<file path="src/rtl/imm_encode_loader.sv">
//------------------------------------------------------------------------------
// Module     : imm_encode_loader
// Description: Packs RV32I operand fields and a decoder-format immediate into an
//              instruction word, checks immediate range and alignment, and streams
//              legal words to an instruction-memory write port at a wrapping
//              auto-incrementing address. Two-stage valid/ready pipeline.
// Revision   : 1.0 - initial release
//------------------------------------------------------------------------------
`default_nettype none

module imm_encode_loader #(
    parameter int ADDR_W = 8
) (
    input  logic              clk,
    input  logic              rst_n,
    input  logic              clear,
    input  logic              in_valid,
    output logic              in_ready,
    input  logic [2:0]        imm_ctrl,
    input  logic [6:0]        opcode,
    input  logic [4:0]        rd,
    input  logic [2:0]        funct3,
    input  logic [4:0]        rs1,
    input  logic [4:0]        rs2,
    input  logic [6:0]        funct7,
    input  logic [31:0]       imm_in,
    output logic              wr_valid,
    input  logic              wr_ready,
    output logic [ADDR_W-1:0] wr_addr,
    output logic [31:0]       wr_data,
    output logic              err_pulse,
    output logic [7:0]        err_count
);

    localparam logic [2:0] C_CTRL_R = 3'b000;
    localparam logic [2:0] C_CTRL_I = 3'b001;
    localparam logic [2:0] C_CTRL_S = 3'b010;
    localparam logic [2:0] C_CTRL_B = 3'b011;
    localparam logic [2:0] C_CTRL_U = 3'b100;
    localparam logic [2:0] C_CTRL_J = 3'b101;
    localparam logic [7:0] C_ERR_MAX = 8'hFF;

    logic [31:0]       w_word;
    logic              w_legal;
    logic              w_fits12;
    logic              w_fits13;
    logic              w_fits21;
    logic              w_s2_free;
    logic              w_s1_moves;
    logic              w_in_fire;
    logic              w_s1_to_s2;
    logic              w_wr_fire;

    logic              r_s1_valid;
    logic              r_s1_legal;
    logic [31:0]       r_s1_word;
    logic              r_wr_valid;
    logic [31:0]       r_wr_data;
    logic [ADDR_W-1:0] r_wr_addr;
    logic [7:0]        r_err_count;

    // An immediate fits an N-bit signed field when all bits from N-1 upward agree.
    assign w_fits12 = (&imm_in[31:11]) | ~(|imm_in[31:11]);
    assign w_fits13 = (&imm_in[31:12]) | ~(|imm_in[31:12]);
    assign w_fits21 = (&imm_in[31:20]) | ~(|imm_in[31:20]);

    always_comb begin
        w_word  = '0;
        w_legal = 1'b0;
        case (imm_ctrl)
            C_CTRL_R: begin
                w_word  = {funct7, rs2, rs1, funct3, rd, opcode};
                w_legal = 1'b1;
            end
            C_CTRL_I: begin
                w_word  = {imm_in[11:0], rs1, funct3, rd, opcode};
                w_legal = w_fits12;
            end
            C_CTRL_S: begin
                w_word  = {imm_in[11:5], rs2, rs1, funct3, imm_in[4:0], opcode};
                w_legal = w_fits12;
            end
            C_CTRL_B: begin
                w_word  = {imm_in[12], imm_in[10:5], rs2, rs1, funct3,
                           imm_in[4:1], imm_in[11], opcode};
                w_legal = w_fits13 & ~imm_in[0];
            end
            C_CTRL_U: begin
                w_word  = {imm_in[31:12], rd, opcode};
                w_legal = ~(|imm_in[11:0]);
            end
            C_CTRL_J: begin
                w_word  = {imm_in[20], imm_in[10:1], imm_in[11], imm_in[19:12], rd, opcode};
                w_legal = w_fits21 & ~imm_in[0];
            end
            default: begin
                w_word  = '0;
                w_legal = 1'b0;
            end
        endcase
    end

    // Illegal entries always leave stage 1 immediately; legal ones wait for stage 2.
    assign w_s2_free  = ~r_wr_valid | wr_ready;
    assign w_s1_moves = ~r_s1_legal | w_s2_free;
    assign in_ready   = rst_n & ~clear & (~r_s1_valid | w_s1_moves);
    assign w_in_fire  = in_valid & in_ready;
    assign w_s1_to_s2 = r_s1_valid & r_s1_legal & w_s2_free;
    assign w_wr_fire  = r_wr_valid & wr_ready & ~clear;

    always_ff @(posedge clk or negedge rst_n) begin
        if (!rst_n) begin
            r_s1_valid <= 1'b0;
            r_s1_legal <= 1'b0;
            r_s1_word  <= '0;
        end else if (clear) begin
            r_s1_valid <= 1'b0;
        end else if (w_in_fire) begin
            r_s1_valid <= 1'b1;
            r_s1_legal <= w_legal;
            r_s1_word  <= w_word;
        end else if (r_s1_valid && w_s1_moves) begin
            r_s1_valid <= 1'b0;
        end
    end

    always_ff @(posedge clk or negedge rst_n) begin
        if (!rst_n) begin
            r_wr_valid <= 1'b0;
            r_wr_data  <= '0;
            r_wr_addr  <= '0;
        end else if (clear) begin
            r_wr_valid <= 1'b0;
            r_wr_data  <= '0;
            r_wr_addr  <= '0;
        end else begin
            if (w_wr_fire) begin
                r_wr_addr <= r_wr_addr + 1'b1;
            end
            if (w_s1_to_s2) begin
                r_wr_valid <= 1'b1;
                r_wr_data  <= r_s1_word;
            end else if (wr_ready) begin
                r_wr_valid <= 1'b0;
            end
        end
    end

    always_ff @(posedge clk or negedge rst_n) begin
        if (!rst_n) begin
            r_err_count <= '0;
        end else if (clear) begin
            r_err_count <= '0;
        end else if (err_pulse && (r_err_count != C_ERR_MAX)) begin
            r_err_count <= r_err_count + 8'd1;
        end
    end

    assign err_pulse = r_s1_valid & ~r_s1_legal & ~clear;
    assign err_count = r_err_count;
    assign wr_valid  = r_wr_valid & ~clear;
    assign wr_data   = r_wr_data;
    assign wr_addr   = r_wr_addr;

endmodule

`default_nettype wire

</file>
<file path="config.mk">
export PLATFORM = sky130hd
export DESIGN_NAME = imm_encode_loader
export DESIGN_NICKNAME = d
export VERILOG_FILES = /design/src/rtl/imm_encode_loader.sv
export SDC_FILE = /design/constraint.sdc
export NUM_CORES = 1
export LEC_CHECK = 0
export CORE_ASPECT_RATIO = 1.25
export CORE_UTILIZATION = 49
export CTS_BUF_LIST = sky130_fd_sc_hd__clkbuf_8
export CTS_CLUSTER_DIAMETER = 150
export DETAILED_ROUTE_END_ITERATION = 8
export HOLD_SLACK_MARGIN = 0.15
export PLACE_DENSITY = 0.82
export SETUP_SLACK_MARGIN = 0.1
export SLEW_MARGIN = 30
export SYNTH_ARGS = -nofsm -noshare
export SYNTH_HDL_FRONTEND = slang
export SYNTH_SLANG_ARGS = --single-unit
</file>
<file path="constraint.sdc">
create_clock -name clk -period 1.8 [get_ports clk]
set_clock_uncertainty 0.2 [all_clocks]
set_input_delay 0.27 -clock clk [delete_from_list [all_inputs] [get_ports clk]]
set_output_delay 0.27 -clock clk [all_outputs]
set_load 0.05 [all_outputs]
</file>
==> impl_metrics.toml, run 1 <==
[routing]
drt_drc_violations_left = 0
num_vias = 3851
drtAntennaViolNets = 0
viasPerCell = 5.38
drt_wl_total_um = 11000
dr.pass1.iters = 5
routedWlPerCell_um = 15.3
first_iter_violations = 200

[grt]
overflow = 0
grt_pass1_wl_um = 18100
grt_pass1_vias = 3779
grtUsageTotal_pct = 26.0
antenna_found_initial = 0
grt_start_max_net_pins = 71

[floorplan]
dieArea_sq_um = 8610
coreArea_sq_um = 7880
core.rowCount = 36
die_w_um = 83.2
die_h_um = 104
io_pins = 123
start_util_pct = 51.2

[worst_setup_path]
r2r_cells = 5
endpoint_kind = "output port"
arrival_ps = 1300
critPathLaunchType = "register"
required_ps = 1330
cp_max_fo = 5
r2r_slack_ps = 90
worst-setup-path-type = "reg2out"
worstReg2RegEnd = "err_count[5]"
reg2reg_from = "r_s1_legal"

[clock_tree]
htreeDepth = 3
clock_latency_ps = 360
clk_pin_slew_ps = 70
numCtsBuffers = 9
cts_buffer_depth = 2
root_buffer = "clkbuf_8"
cts_tree = "built"
cts_sinks = 83

[sta]
hold_violations = 0
rsz0062_at_grt = "true"
fin_hold_ws_ps = 136
min_period_ps = 1770
tns_ps = 0
fmax_mhz = 564
finalCritPeriodShare_pct = 98.5
finalMaxSlewViolations = 0
maxSlewHeadroom_pct = 60.3
tightest_slew_ps = 594
setup_violations = 0

[synthesis]
postSynth.asyncResetShare_pct = 100
ys.flop_type = "dfrtp_1"
syn_area_sq_um = 4040
synth_edf_count = 0
synth.distinct_cells = 41
synth_top_area_share_pct = 51.4
synth.yosys.warnings = 0
synth_area_leaders = "dfrtp_1, nand2_1, a21oi_1"
syn_avg_cell_area_sq_um = 8.94
synth_seq_area_share_pct = 51.4
synthTopCellsByCount = "nand2_1, dfrtp_1, a21oi_1"
synthCells = 452
synth.most_common_cell = "nand2_1"
synth_top_area_cell = "dfrtp_1"
ys_seq_elements = 83
synth_nets = 526

[hold_path]
whs_endpoint = "r_s1_valid"
min_path_type = "in2reg"
hold_path_depth = 3
min_from = "rst_n"

[pwr]
swShare_pct = 25.8
combPwrFrac_pct = 16.7
p_int_mw = 2.94
clock_power_share_pct = 31.3
powerDensity_nw_per_um2 = 661
ir_worst_vdd_v = 0.000546
p_leak_nw = 2.68
p_sw_mw = 1.02
p_seq_share_pct = 51.9

[finish]
nets = 690
antennaDiodeCount = 0
drive_gt1_share_pct = 24.2
area_growth_pct = 48.3
postLayoutCoreUtil_pct = 76.0
stdcell_count = 716

[run]
maxCapViolCount = 0

[placement]
place_congestion = 0.884
hpwl_um = 8200
dp.cells = 694
portBuffers = 122

[status]
status = "finished, final reports clean"
[stage by stage]
| step | cell area (sq um) | total power, mW | setup WS, ps |
|---|---|---|---|
| 2_1_floorplan | 4050 | 2.35 | -139 |
| 3_3_place_gp | 5660 | 2.71 | -208 |
| 3_5_place_dp | 5660 | 2.73 | -224 |
| 4_1_cts | 5910 | 3.97 | 17.6 |
| 5_1_grt | 5990 | 4.14 | -13.2 |
| 6_report | 5990 | 3.96 | 27.1 |
[worst max path at each step]
stage                     from            end  slack [ps]
floorplan           r_s1_legal   err_count[5]        -140
global placement      wr_ready  r_s1_word[25]        -210
detailed placement    wr_ready  r_s1_word[25]        -220
CTS                 r_s1_legal      err_pulse          20
global route        r_s1_legal      err_pulse         -10
finish              r_s1_legal       in_ready          30
[critical path, cell delays in order, from the launching register on]
cell	delay, ps
dfrtp_2	450
nand2_4	100
o211a_1	250
buf_6	150
[registers in the layout, indices dropped and copies added, names as in the netlist]
signal and count:
wr_data 32, r_s1_valid 1, r_wr_valid 1, r_s1_legal 1, err_count 8, wr_addr 8, r_s1_word 32
[cell type report]
class	instances	area [sq um]
fillers	537	1890
clock inverters	4	23.8
multi-input cells	330	1880
inverters	9	33.8
clock buffers	12	165
repair buffers	183	1690
flip-flops and latches	83	2080
well taps	95	119
[power by group through the flow]
stage,Clock (mW),Combinational [mW],Sequential (mW)
global route,1.34,0.728,2.07
detailed placement,0,0.640,2.09
global placement,0,0.622,2.08
floorplan,0,0.265,2.09
CTS,1.27,0.649,2.06
finish,1.24,0.663,2.06
[repair_timing]
| item | in CTS | in global routing |
|---|---|---|
| resized for setup | 8 | 11 |
| hold buffers | 2 | 1 |
| setup buffers | 1 | 2 |
| endpoints found under the hold margin | 85 | 70 |
| pin swaps | 1 | 5 |
| endpoints found under the setup margin | 39 | 25 |
[routing by layer]
metal	vias to the layer above	share of wire (%)	track usage, %
li1	1897	-	-
met4	0	2.3	8.37
met5	-	0	0
met3	24	4.1	4.22
met2	127	52	45.9
met1	1803	42	32.2
[placed cells by master, fill, tap and decap left out, drive strengths merged, types with 4 or more instances in the layout]
cell type      netlist  routed
a21oi               52      52
a22o                 7       7
a22oi               18      18
buf                 14     111
clkbuf              16      12
clkdlybuf4s50        0      69
clkinv               1       5
dfrtp               83      83
inv                  8       8
mux2i                7       7
nand2              108     108
nand3               11      11
nand4                9       9
nor2                23      23
nor2b               11      11
nor3                 4       4
nor4                 8       8
o21ai               39      39
xnor2                5       5
xor2                 6       6
[cell families after synthesis]
| kind of cell | after synthesis | share of synthesized area (%) |
|---|---|---|
| XOR/XNOR | 11 | 2.39 |
| flip-flops | 83 | 51.4 |
| multiplexers | 8 | 2.01 |
| buffers and inverters | 39 | 4.55 |
| AO/OA/AOI/OAI | 126 | 18.9 |
| adder cells (fa/ha/maj) | 2 | 0.619 |
| AND/OR/NAND/NOR | 183 | 20.1 |
Note: power is estimated with default switching activity, not from simulation.
==> inputs of run 2 (changes only) <==
--- a/config.mk
+++ b/config.mk
@@ -11,7 +11,7 @@
 export CTS_CLUSTER_DIAMETER = 150
 export DETAILED_ROUTE_END_ITERATION = 8
 export HOLD_SLACK_MARGIN = 0.15
-export PLACE_DENSITY = 0.82
+export PLACE_DENSITY = 0.79
 export SETUP_SLACK_MARGIN = 0.1
 export SLEW_MARGIN = 30
 export SYNTH_ARGS = -nofsm -noshare
==> impl_metrics.toml, run 2 (synthesis gave the netlist of run 1 again) <==
[status]
status = "complete, but fails checks"
failed_checks = "setup timing"

[worst_setup_path]
r2r_slack_ps = 100
required_ps = 1330
worst-setup-path-type = "reg2out"
arrival_ps = 1380
cp_max_fo = 3
critPathLaunchType = "register"
endpoint_kind = "output port"

[finish]
antennaDiodeCount = 0
drive_gt1_share_pct = 25.7
postLayoutCoreUtil_pct = 77.8
fillCellCount = 559
area_growth_pct = 51.8
stdcell_count = 725
final_cell_mix = "nand2_1, buf_4, dfrtp_1"
fin_area_sq_um = 6130
layout_commonest_cell = "nand2_1"
nets = 700

[placement]
portBuffers = 122
dp.cells = 694
place_congestion = 0.883
hpwl_um = 8210
preCtsSetupSlack_ps = -205
postPlaceCellArea_sq_um = 5690

[routing]
drt_drc_violations_left = 0
first_iter_violations = 306
routedWlPerCell_um = 16.2
viasPerCell = 5.54
drtAntennaViolNets = 0
num_vias = 4014
drt_wl_total_um = 11700
dr.pass1.iters = 5

[sta]
tightest_slew_ps = 403
hold_violations = 0
maxSlewHeadroom_pct = 73.1
finalCritPeriodShare_pct = 103
finalMaxSlewViolations = 0
tns_ps = -45.2
setup_violations = 1
rsz0062_at_grt = "true"
layout_setup_ws_ps = -45.2
fmax_mhz = 542
fin_hold_ws_ps = 211
min_period_ps = 1850

[grt]
antenna_found_initial = 0
grt_start_max_net_pins = 80
grt_pass1_wl_um = 17900
overflow = 0
grt_pass1_vias = 3832
grtUsageTotal_pct = 26.2

[pwr]
p_leak_nw = 2.75
powerDensity_nw_per_um2 = 639
ir_worst_vdd_v = 0.000459
p_total_mw = 3.92

[clock_tree]
cts_tree = "built"
clock_latency_ps = 360
htreeDepth = 3
root_buffer = "clkbuf_8"
numCtsBuffers = 9
clk_pin_slew_ps = 70
cts_sinks = 83
cts_buffer_depth = 2

[floorplan]
coreArea_sq_um = 7880
start_util_pct = 51.2
dieArea_sq_um = 8610
die_w_um = 83.2
io_pins = 123
core.rowCount = 36
die_h_um = 104

[run]
maxCapViolCount = 0

[hold_path]
min_path_type = "in2reg"
==> run 2: cell types whose count changed in the layout (fill, tap and decap cells not counted), sizes merged <==
| cell | delta |
|---|---|
| clkdlybuf4s50 | -2 |
| clkinv | -1 |
| inv | +1 |
| dlymetal6s2s | +1 |
| dlygate4sd2 | +1 |
| buf | +8 |
| dlygate4sd3 | +1 |
==> run 2: worst paths after layout <==
path | from | to | cells after the start
max | r_s1_legal | in_ready | 4
min | clear | wr_addr[7] | 3
max reg2reg | err_count[5] | err_count[3] | 5
min reg2reg | r_s1_word[17] | r_s1_word[17] | 2
max in group asynchronous | rst_n | r_wr_valid | 3
min in group asynchronous | rst_n | err_count[7] | 3
==> run 2: layer usage <==
layer / GRT usage, % / vias up / wire length [um] / part of all wire [%]
met5: 0 / - / 0 / 0
met4: 12.1 / 0 / 323 / 2.7
met3: 3.90 / 25 / 561 / 4.8
met2: 45.3 / 151 / 6110 / 52
met1: 32.1 / 1923 / 4760 / 40
li1: - / 1915 / - / -
==> run 2: what timing repair did <==
item,in CTS,in global routing
endpoints found under the hold margin,86,0
pin swaps,3,8
hold buffers,4,0
cloned,0,1
buffers inserted,6,5
gates resized for setup,13,21
setup endpoints to repair,6,31
==> run 2: report_power, final <==
group,internal (mW),switching [mW]
registers,1.98,0.0713
clock network,0.557,0.628
logic,0.354,0.322
==> run 2: worst max-delay path, stage by stage (launching register included) <==
cell	delay, ps
dfrtp_2	440
nand2_2	80
buf_6	120
o211a_1	220
buf_6	160
==> run 2: layout make-up <==
type	instances	area [sq um]	area share, %
clock buffer	11	151	2.47
clock inverter	4	18.8	0.306
timing repair buffer	193	1830	29.9
tap	95	119	1.94
multi-input combinational	330	1890	30.9
inverter	9	36.3	0.592
sequential	83	2080	34.0
==> inputs of run 3 (changes only) <==
--- a/config.mk
+++ b/config.mk
@@ -5,10 +5,12 @@
 export SDC_FILE = /design/constraint.sdc
 export NUM_CORES = 1
 export LEC_CHECK = 0
+export ABC_CLOCK_PERIOD_IN_PS = 1800
 export CORE_ASPECT_RATIO = 1.25
 export CORE_UTILIZATION = 49
 export CTS_BUF_LIST = sky130_fd_sc_hd__clkbuf_8
 export CTS_CLUSTER_DIAMETER = 150
+export CTS_CLUSTER_SIZE = 10
 export DETAILED_ROUTE_END_ITERATION = 8
 export HOLD_SLACK_MARGIN = 0.15
 export PLACE_DENSITY = 0.79
==> results of run 3 <==
Final layout, timing and power as in run 2 (identical DEF).
